### config.mk
export PLATFORM = sky130hd
export DESIGN_NAME = float_addsub_pipe
export DESIGN_NICKNAME = d
export VERILOG_FILES = /design/src/rtl/float_addsub_pipe.sv
export SDC_FILE = /design/constraint.sdc
export NUM_CORES = 1
export LEC_CHECK = 0
export BUFFER_PORTS_ARGS = -buffer_cell sky130_fd_sc_hd__buf_2
export CAP_MARGIN = 30
export CORE_MARGIN = 2
export CORE_UTILIZATION = 52
export CTS_BUF_LIST = sky130_fd_sc_hd__clkbuf_8
export CTS_CLUSTER_SIZE = 14
export DETAILED_ROUTE_END_ITERATION = 10
export MAX_ROUTING_LAYER = met4
export PLACE_DENSITY = 0.8
export SLEW_MARGIN = 20
export SYNTH_ARGS = -nofsm -noshare
export SYNTH_HDL_FRONTEND = slang
export SYNTH_SLANG_ARGS = --single-unit
### constraint.sdc
create_clock -name MAIN_CLK -period 6.3 [get_ports MAIN_CLK]
set_clock_uncertainty 0.15 [all_clocks]
set_input_delay 0.315 -clock MAIN_CLK [delete_from_list [all_inputs] [get_ports MAIN_CLK]]
set_output_delay 0.315 -clock MAIN_CLK [all_outputs]
set_load 0.01 [all_outputs]
### src/rtl/float_addsub_pipe.sv
// Four-stage pipelined floating-point adder/subtractor, round-to-nearest-even.
// Denormals are flushed to zero. All registers update on the falling clock edge.
module float_addsub_pipe #(
  parameter int unsigned EXP_W = 8,
  parameter int unsigned MAN_W = 23,
  localparam int unsigned W = EXP_W + MAN_W + 1
) (
  input  logic         MAIN_CLK,
  input  logic         MAIN_RST,
  input  logic         in_valid,
  input  logic         op_sub,
  input  logic [W-1:0] a,
  input  logic [W-1:0] b,
  output logic         out_valid,
  output logic [W-1:0] ab,
  output logic         ovf,
  output logic         unf,
  output logic         nan
);

  localparam int unsigned M_W  = MAN_W + 1;        // hidden bit + mantissa
  localparam int unsigned F_W  = MAN_W + 4;        // aligned field incl. guard/round/sticky
  localparam int unsigned S_W  = MAN_W + 5;        // sum incl. carry
  localparam int unsigned LZ_W = $clog2(S_W + 1);
  localparam int unsigned E_W  = EXP_W + 2;        // exponent with headroom and sign bit
  localparam logic [EXP_W-1:0] EXP_ONES = '1;

  // ---------------- stage 1: unpack, classify, order by magnitude ----------------
  logic [EXP_W-1:0] ea, eb;
  logic [MAN_W-1:0] ma, mb, ma_f, mb_f;
  logic             sa, sb, a_zero, b_zero, a_inf, b_inf, a_nan, b_nan, swap;

  assign sa     = a[W-1];
  assign sb     = b[W-1] ^ op_sub;
  assign ea     = a[W-2:MAN_W];
  assign eb     = b[W-2:MAN_W];
  assign ma     = a[MAN_W-1:0];
  assign mb     = b[MAN_W-1:0];
  assign a_zero = (ea == '0);
  assign b_zero = (eb == '0);
  assign ma_f   = a_zero ? '0 : ma;
  assign mb_f   = b_zero ? '0 : mb;
  assign a_inf  = (ea == EXP_ONES) && (ma == '0);
  assign b_inf  = (eb == EXP_ONES) && (mb == '0);
  assign a_nan  = (ea == EXP_ONES) && (ma != '0);
  assign b_nan  = (eb == EXP_ONES) && (mb != '0);
  assign swap   = {eb, mb_f} > {ea, ma_f};

  logic             s1_valid, s1_sign, s1_sub, s1_nan, s1_inf, s1_inf_s;
  logic [EXP_W-1:0] s1_e, s1_d;
  logic [M_W-1:0]   s1_bm, s1_sm;

  // Register the ordered operands, exponent gap and special-case outcome
  always_ff @(negedge MAIN_CLK or posedge MAIN_RST) begin
    if (MAIN_RST) begin
      s1_valid <= 1'b0;
      s1_sign  <= 1'b0;
      s1_sub   <= 1'b0;
      s1_nan   <= 1'b0;
      s1_inf   <= 1'b0;
      s1_inf_s <= 1'b0;
      s1_e     <= '0;
      s1_d     <= '0;
      s1_bm    <= '0;
      s1_sm    <= '0;
    end else begin
      s1_valid <= in_valid;
      s1_sign  <= swap ? sb : sa;
      s1_sub   <= sa ^ sb;
      s1_nan   <= a_nan | b_nan | (a_inf & b_inf & (sa ^ sb));
      s1_inf   <= a_inf | b_inf;
      s1_inf_s <= a_inf ? sa : sb;
      s1_e     <= swap ? eb : ea;
      s1_d     <= swap ? (eb - ea) : (ea - eb);
      s1_bm    <= swap ? {~b_zero, mb_f} : {~a_zero, ma_f};
      s1_sm    <= swap ? {~a_zero, ma_f} : {~b_zero, mb_f};
    end
  end

  // ---------------- stage 2: align the smaller operand ----------------
  logic [F_W-1:0] ext, al;

  // Right shift with sticky collection; large gaps collapse to a lone sticky bit
  always_comb begin
    ext = {s1_sm, 3'b000};
    al  = '0;
    if (32'(s1_d) >= F_W - 1) begin
      al[0] = |s1_sm;
    end else begin
      al    = ext >> s1_d;
      al[0] = al[0] | (|(ext & ~({F_W{1'b1}} << s1_d)));
    end
  end

  logic             s2_valid, s2_sign, s2_sub, s2_nan, s2_inf, s2_inf_s;
  logic [EXP_W-1:0] s2_e;
  logic [F_W-1:0]   s2_bf, s2_sf;

  // Register aligned mantissas
  always_ff @(negedge MAIN_CLK or posedge MAIN_RST) begin
    if (MAIN_RST) begin
      s2_valid <= 1'b0;
      s2_sign  <= 1'b0;
      s2_sub   <= 1'b0;
      s2_nan   <= 1'b0;
      s2_inf   <= 1'b0;
      s2_inf_s <= 1'b0;
      s2_e     <= '0;
      s2_bf    <= '0;
      s2_sf    <= '0;
    end else begin
      s2_valid <= s1_valid;
      s2_sign  <= s1_sign;
      s2_sub   <= s1_sub;
      s2_nan   <= s1_nan;
      s2_inf   <= s1_inf;
      s2_inf_s <= s1_inf_s;
      s2_e     <= s1_e;
      s2_bf    <= {s1_bm, 3'b000};
      s2_sf    <= al;
    end
  end

  // ---------------- stage 3: add/subtract and count leading zeros ----------------
  logic [S_W-1:0]  sum;
  logic [LZ_W-1:0] lzc;
  logic            found;

  // Magnitude ordering guarantees the difference is non-negative
  always_comb begin
    sum   = s2_sub ? ({1'b0, s2_bf} - {1'b0, s2_sf}) : ({1'b0, s2_bf} + {1'b0, s2_sf});
    lzc   = LZ_W'(S_W);
    found = 1'b0;
    for (int i = S_W - 1; i >= 0; i--) begin
      if (!found && sum[i]) begin
        lzc   = LZ_W'(S_W - 1 - i);
        found = 1'b1;
      end
    end
  end

  logic             s3_valid, s3_sign, s3_sub, s3_nan, s3_inf, s3_inf_s;
  logic [EXP_W-1:0] s3_e;
  logic [S_W-1:0]   s3_sum;
  logic [LZ_W-1:0]  s3_lzc;

  // Register raw sum and its leading-zero count
  always_ff @(negedge MAIN_CLK or posedge MAIN_RST) begin
    if (MAIN_RST) begin
      s3_valid <= 1'b0;
      s3_sign  <= 1'b0;
      s3_sub   <= 1'b0;
      s3_nan   <= 1'b0;
      s3_inf   <= 1'b0;
      s3_inf_s <= 1'b0;
      s3_e     <= '0;
      s3_sum   <= '0;
      s3_lzc   <= '0;
    end else begin
      s3_valid <= s2_valid;
      s3_sign  <= s2_sign;
      s3_sub   <= s2_sub;
      s3_nan   <= s2_nan;
      s3_inf   <= s2_inf;
      s3_inf_s <= s2_inf_s;
      s3_e     <= s2_e;
      s3_sum   <= sum;
      s3_lzc   <= lzc;
    end
  end

  // ---------------- stage 4: normalise, round, pack ----------------
  logic [S_W-1:0]   norm;
  logic [LZ_W-1:0]  sh;
  logic             carry, inc;
  logic [M_W:0]     rnd;
  logic [E_W-1:0]   e_n, e_r;
  logic [W-1:0]     r_ab;
  logic             r_ovf, r_unf, r_nan, unused_bits;

  // Leading one lands at bit S_W-2; then RNE on guard/round/sticky
  always_comb begin
    carry = s3_sum[S_W-1];
    sh    = '0;
    norm  = s3_sum;
    if (carry) begin
      norm    = s3_sum >> 1;
      norm[0] = s3_sum[1] | s3_sum[0];
    end else begin
      sh   = s3_lzc - LZ_W'(1);
      norm = s3_sum << sh;
    end
    e_n = E_W'(s3_e) + E_W'(carry) - E_W'(sh);
    inc = norm[2] & (norm[1] | norm[0] | norm[3]);
    rnd = {1'b0, norm[S_W-2:3]} + {{M_W{1'b0}}, inc};
    e_r = rnd[M_W] ? (e_n + E_W'(1)) : e_n;

    r_ab  = {s3_sign, e_r[EXP_W-1:0], rnd[MAN_W-1:0]};
    r_ovf = 1'b0;
    r_unf = 1'b0;
    r_nan = 1'b0;
    if (s3_nan) begin
      r_ab  = {1'b0, EXP_ONES, 1'b1, {(MAN_W-1){1'b0}}};
      r_nan = 1'b1;
    end else if (s3_inf) begin
      r_ab = {s3_inf_s, EXP_ONES, {MAN_W{1'b0}}};
    end else if (s3_sum == '0) begin
      r_ab = {~s3_sub & s3_sign, {(W-1){1'b0}}};
    end else if (!e_r[E_W-1] && (e_r >= E_W'(EXP_ONES))) begin
      r_ab  = {s3_sign, EXP_ONES, {MAN_W{1'b0}}};
      r_ovf = 1'b1;
    end else if (e_r[E_W-1] || (e_r == '0)) begin
      r_ab  = {s3_sign, {(W-1){1'b0}}};
      r_unf = 1'b1;
    end
  end

  assign unused_bits = norm[S_W-1] ^ rnd[MAN_W];

  // Output register; data holds between valid results
  always_ff @(negedge MAIN_CLK or posedge MAIN_RST) begin
    if (MAIN_RST) begin
      out_valid <= 1'b0;
      ab        <= '0;
      ovf       <= 1'b0;
      unf       <= 1'b0;
      nan       <= 1'b0;
    end else begin
      out_valid <= s3_valid;
      if (s3_valid) begin
        ab  <= r_ab;
        ovf <= r_ovf;
        unf <= r_unf;
        nan <= r_nan;
      end
    end
  end

endmodule
* Word-level counts from Yosys, hierarchy flattened
Cells that the tools add are included.
Word-level totals: flip-flop bits (word level) 218, input port bits 68, output and inout bits 36, logic and storage cells 223
Operators by class: add/subtract/negate cells 9, $lt $le $gt $ge 3, equal/unequal tests 2, shifts and indexed selects 3, mux-type cells 84, bitwise logic cells 18, reductions and logical operators 71
Operators by type and width (count):
- $mux 5 | 29
- $mux 32 | 3
- $mux 31 | 2
- $mux 24 | 2
- $logic_not 23->1 | 2
- $mux 23 | 2
- $reduce_bool 23->1 | 2
- $mux 1 | 40
- $logic_and 1x1->1 | 32
- $gt 31x31->1 | 1
- $add 27x27->28 | 1
- $logic_not 1->1 | 28
- $logic_not 28->1 | 1
- $mux 28 | 1
- $shl 28x5->27 | 1
- $sub 27x27->28 | 1
- $and 27x27->27 | 1
- $mux 27 | 1
- $not 27->27 | 1
- $reduce_or 27->1 | 1
- $shl 27x8->27 const A | 1
- $shr 27x8->27 | 1
- $mux 26 | 1
- $add 24x1->25 | 1
- 18 further kinds | 34

* Depth between registers and ports, before layout
depth after elaboration 84, mapped depth 25, mapped depth without buffers 19

==> metrics.txt <==
Multi-input gate area roughly 11000 sq um; Core ar. 31600 sq um; PD cells between 300 and 400 nW/um^2; sequential share of the synthesized area 0.326; DR iter-0 viols ~1200; Die Span Y roughly 180 microns; WP data required 3.37 ns; cts-stage hold buffer count 0; vias in the first global route between 15000 and 20000; Clock Pin Slew Worst Setup and Hold Paths 0.04 ns; fillers approximately 2600; Post-route DRC 0; worst-margin pin slew around 1.0 ns; r2r setup slk about 0.60 ns; largest net degree at the start of global routing ~170; Peak VDD IR roughly 170 uV; total clock buffers created by CTS 37; CTS tree built; Leakage around 0.0089 uW; # setup viols final 1; initial antenna violation count 1; first-pass GRT wire length ~80000 microns; Clock Latency Late Sink ~0.52 ns; # IOs ~100; Yosys cell types between 90 and 100; Synth area leaders dfrtn_1 (33%), ha_1 (7.8%), mux4_2 (5.1%); Area Overhead vs Synth 17.0%; synth warn 0; Placer Congestion approximately 1; DIE AREA between 30000 and 40000 sq um; leading area contributor after synthesis dfrtn_1; post-synthesis average cell area ~8.9 sq um; post-synthesis xor/xnor area fraction 0.0343; WL/cell 20.5 microns; # diodes 0; # rows 65; final hold violations 0; Initial Utilization 0.530; Slowest-stage cell, CP mux2_4; synthesis-stage register bit count ~220; mux cell area share after synthesis 0.0999; Slew headroom 0.301; post-route setup slack -0.0651 ns; hold crit path type flip-flop to flip-flop; violated checks negative setup slack; most frequent cells in the layout dfrtn_1 (218), nand2_1 (160), inv_1 (143); die width about 180 microns; Root Buffer clkbuf_8; Synth top area share 0.326; Cells after Synth 1893; Post-DP Area between 15000 and 20000 sq um; drt pass-1 iters 6; status finished with violations; Final #Nets between 2000 and 2500; Synth Area in Adders 0.0830; clk buf depth 3; FFs w/ async S/R, synth 1.00; crit start category input port; Compound-Gate Fraction of Synth Area 0.219; CP Data Arrival Time ~3.4 ns; Crit Path Max Fanout 6; most common cell after layout, fill and taps aside dfrtn_1; unrepaired setup endpoints after global routing true; Max Cap Viol 0; Setup CP Type input port to flip-flop; Mapped Area 16800 sq um; clock sinks around 220; FF/Latch Area approximately 5500 sq um; gr usage total 0.312; CP max stage delay roughly 0.32 ns; design area between 15000 and 20000 sq um; Main synth FF type dfrtn_1; worst path cell trace buf_6 > nor4_4 > nand2_2 > clkbuf_16 > nand2_8 > inv_4 > ha_4 > nand4_1 > or2_4 > nor3_4 > inv_1 > nor4_1 > buf_4 > mux2i_4 > nand2_4 > mux2_4 > o21ai_2 > a2bb2oi_2 > xnor2_1; Vias between 15000 and 20000; DP HPWL roughly 39000 microns; largest family of logic cells by synthesized area compound AO/OA/AOI/OAI gates; Core Util, Final 0.620; gr ovfl total 0; fin. max-slew vios 0; H-tree depth 2; Syn Nets between 2000 and 2500; vias per inst 6.22; Total Wirelength around 50000 microns; DP Worst Slack -0.610 ns; Simple-Gate Fraction of Synth Area 0.176; layout cells sized above 1 0.227; EDFF count, synth 0; I/O Buffers approximately 100; Detail Route Antenna Nets 0; nature of the critical path endpoint flip-flop
-- through the flow --
stage          std cells  total power [uW]  TNS, ns  hold WS (ns)
2_1_floorplan       1893              4780    -4.38         0.142
3_3_place_gp        2415              5780   -24.59         0.144
3_5_place_dp        2415              5830   -29.73         0.145
4_1_cts             2480              7140        0         0.139
5_1_grt             2486              7700   -0.992         0.143
6_report            2486              7210  -0.0651         0.136
-- routing by layer --
| layer | share of wire | global-route usage | up-vias |
|---|---|---|---|
| met5 | 0 | - | - |
| met2 | 0.47 | 0.504 | 669 |
| met3 | 0.066 | 0.0438 | 101 |
| met4 | 0.026 | 0.0845 | 0 |
| met1 | 0.44 | 0.415 | 7436 |
| li1 | - | - | 7257 |
-- cell families after synthesis --
kind of cell             after synthesis
AND/OR/NAND/NOR                      602
AO/OA/AOI/OAI                        532
buffers and inverters                252
flip-flops                           218
multiplexers                         116
adder cells (fa/ha/maj)              109
XOR/XNOR                              64
-- state kept, by name, indices dropped and copies added (netlist names), 8 cells and up --
name,cells
s3_sum,28
s1_bm,24
s1_sm,24
s2_bf,24
s2_sf,27
s3_e,8
s1_d,8
s2_e,8
s1_e,8
ab,32
-- layout make-up --
cell class / count / share of cell area
clock buffer: 46 / 0.0323
clock inverter: 19 / 0.00594
inverter: 146 / 0.0284
multi-input combinational: 1423 / 0.546
sequential: 218 / 0.278
tap: 402 / 0.0257
timing repair buffer: 232 / 0.0836
-- path summary, 6_finish.rpt --
check | from | end | cells past startpoint
hold / removal | s1_e[2] | s2_e[2] | 0
setup / recovery | b[28] | s1_d[5] | 19
hold reg to reg | s1_e[2] | s2_e[2] | 0
setup reg to reg | s3_lzc[1] | ab[3] | 20
min in group asynchronous | MAIN_RST | s3_sum[15] | 3
max in group asynchronous | MAIN_RST | s1_sm[0] | 3
-- synth_stat cells, types with 38 or more instances --
cell type	count
a21oi_1	119
clkbuf_1	72
dfrtn_1	218
ha_1	104
inv_1	143
mux2i_1	48
mux4_2	38
nand2_1	177
nand3_1	68
nor2_1	141
nor3_1	40
nor4_1	43
o21ai_0	122
xnor2_1	42
-- where the power goes --
group	internal (uW)	switching, uW	total (uW)
sequential	1710	327	2040
clock	703	573	1280
combinational	1620	2280	3900
-- critical path, delay by kind of cell --
family	cells	cell delay (ns)
adder cells (fa/ha/maj)	1	0.25
AND/OR/NAND/NOR	8	1.54
XOR/XNOR	1	0.11
buffers and inverters	5	0.61
AO/OA/AOI/OAI	2	0.20
multiplexers	2	0.40
-- what timing repair did --
action	CTS	global route
pin swaps	2	22
cloned	0	2
buffers inserted	0	4
endpoints found under the setup margin	3	54
resized for setup	4	52
hold endpoints to repair	0	0
Power figures use the tool's default switching activity.
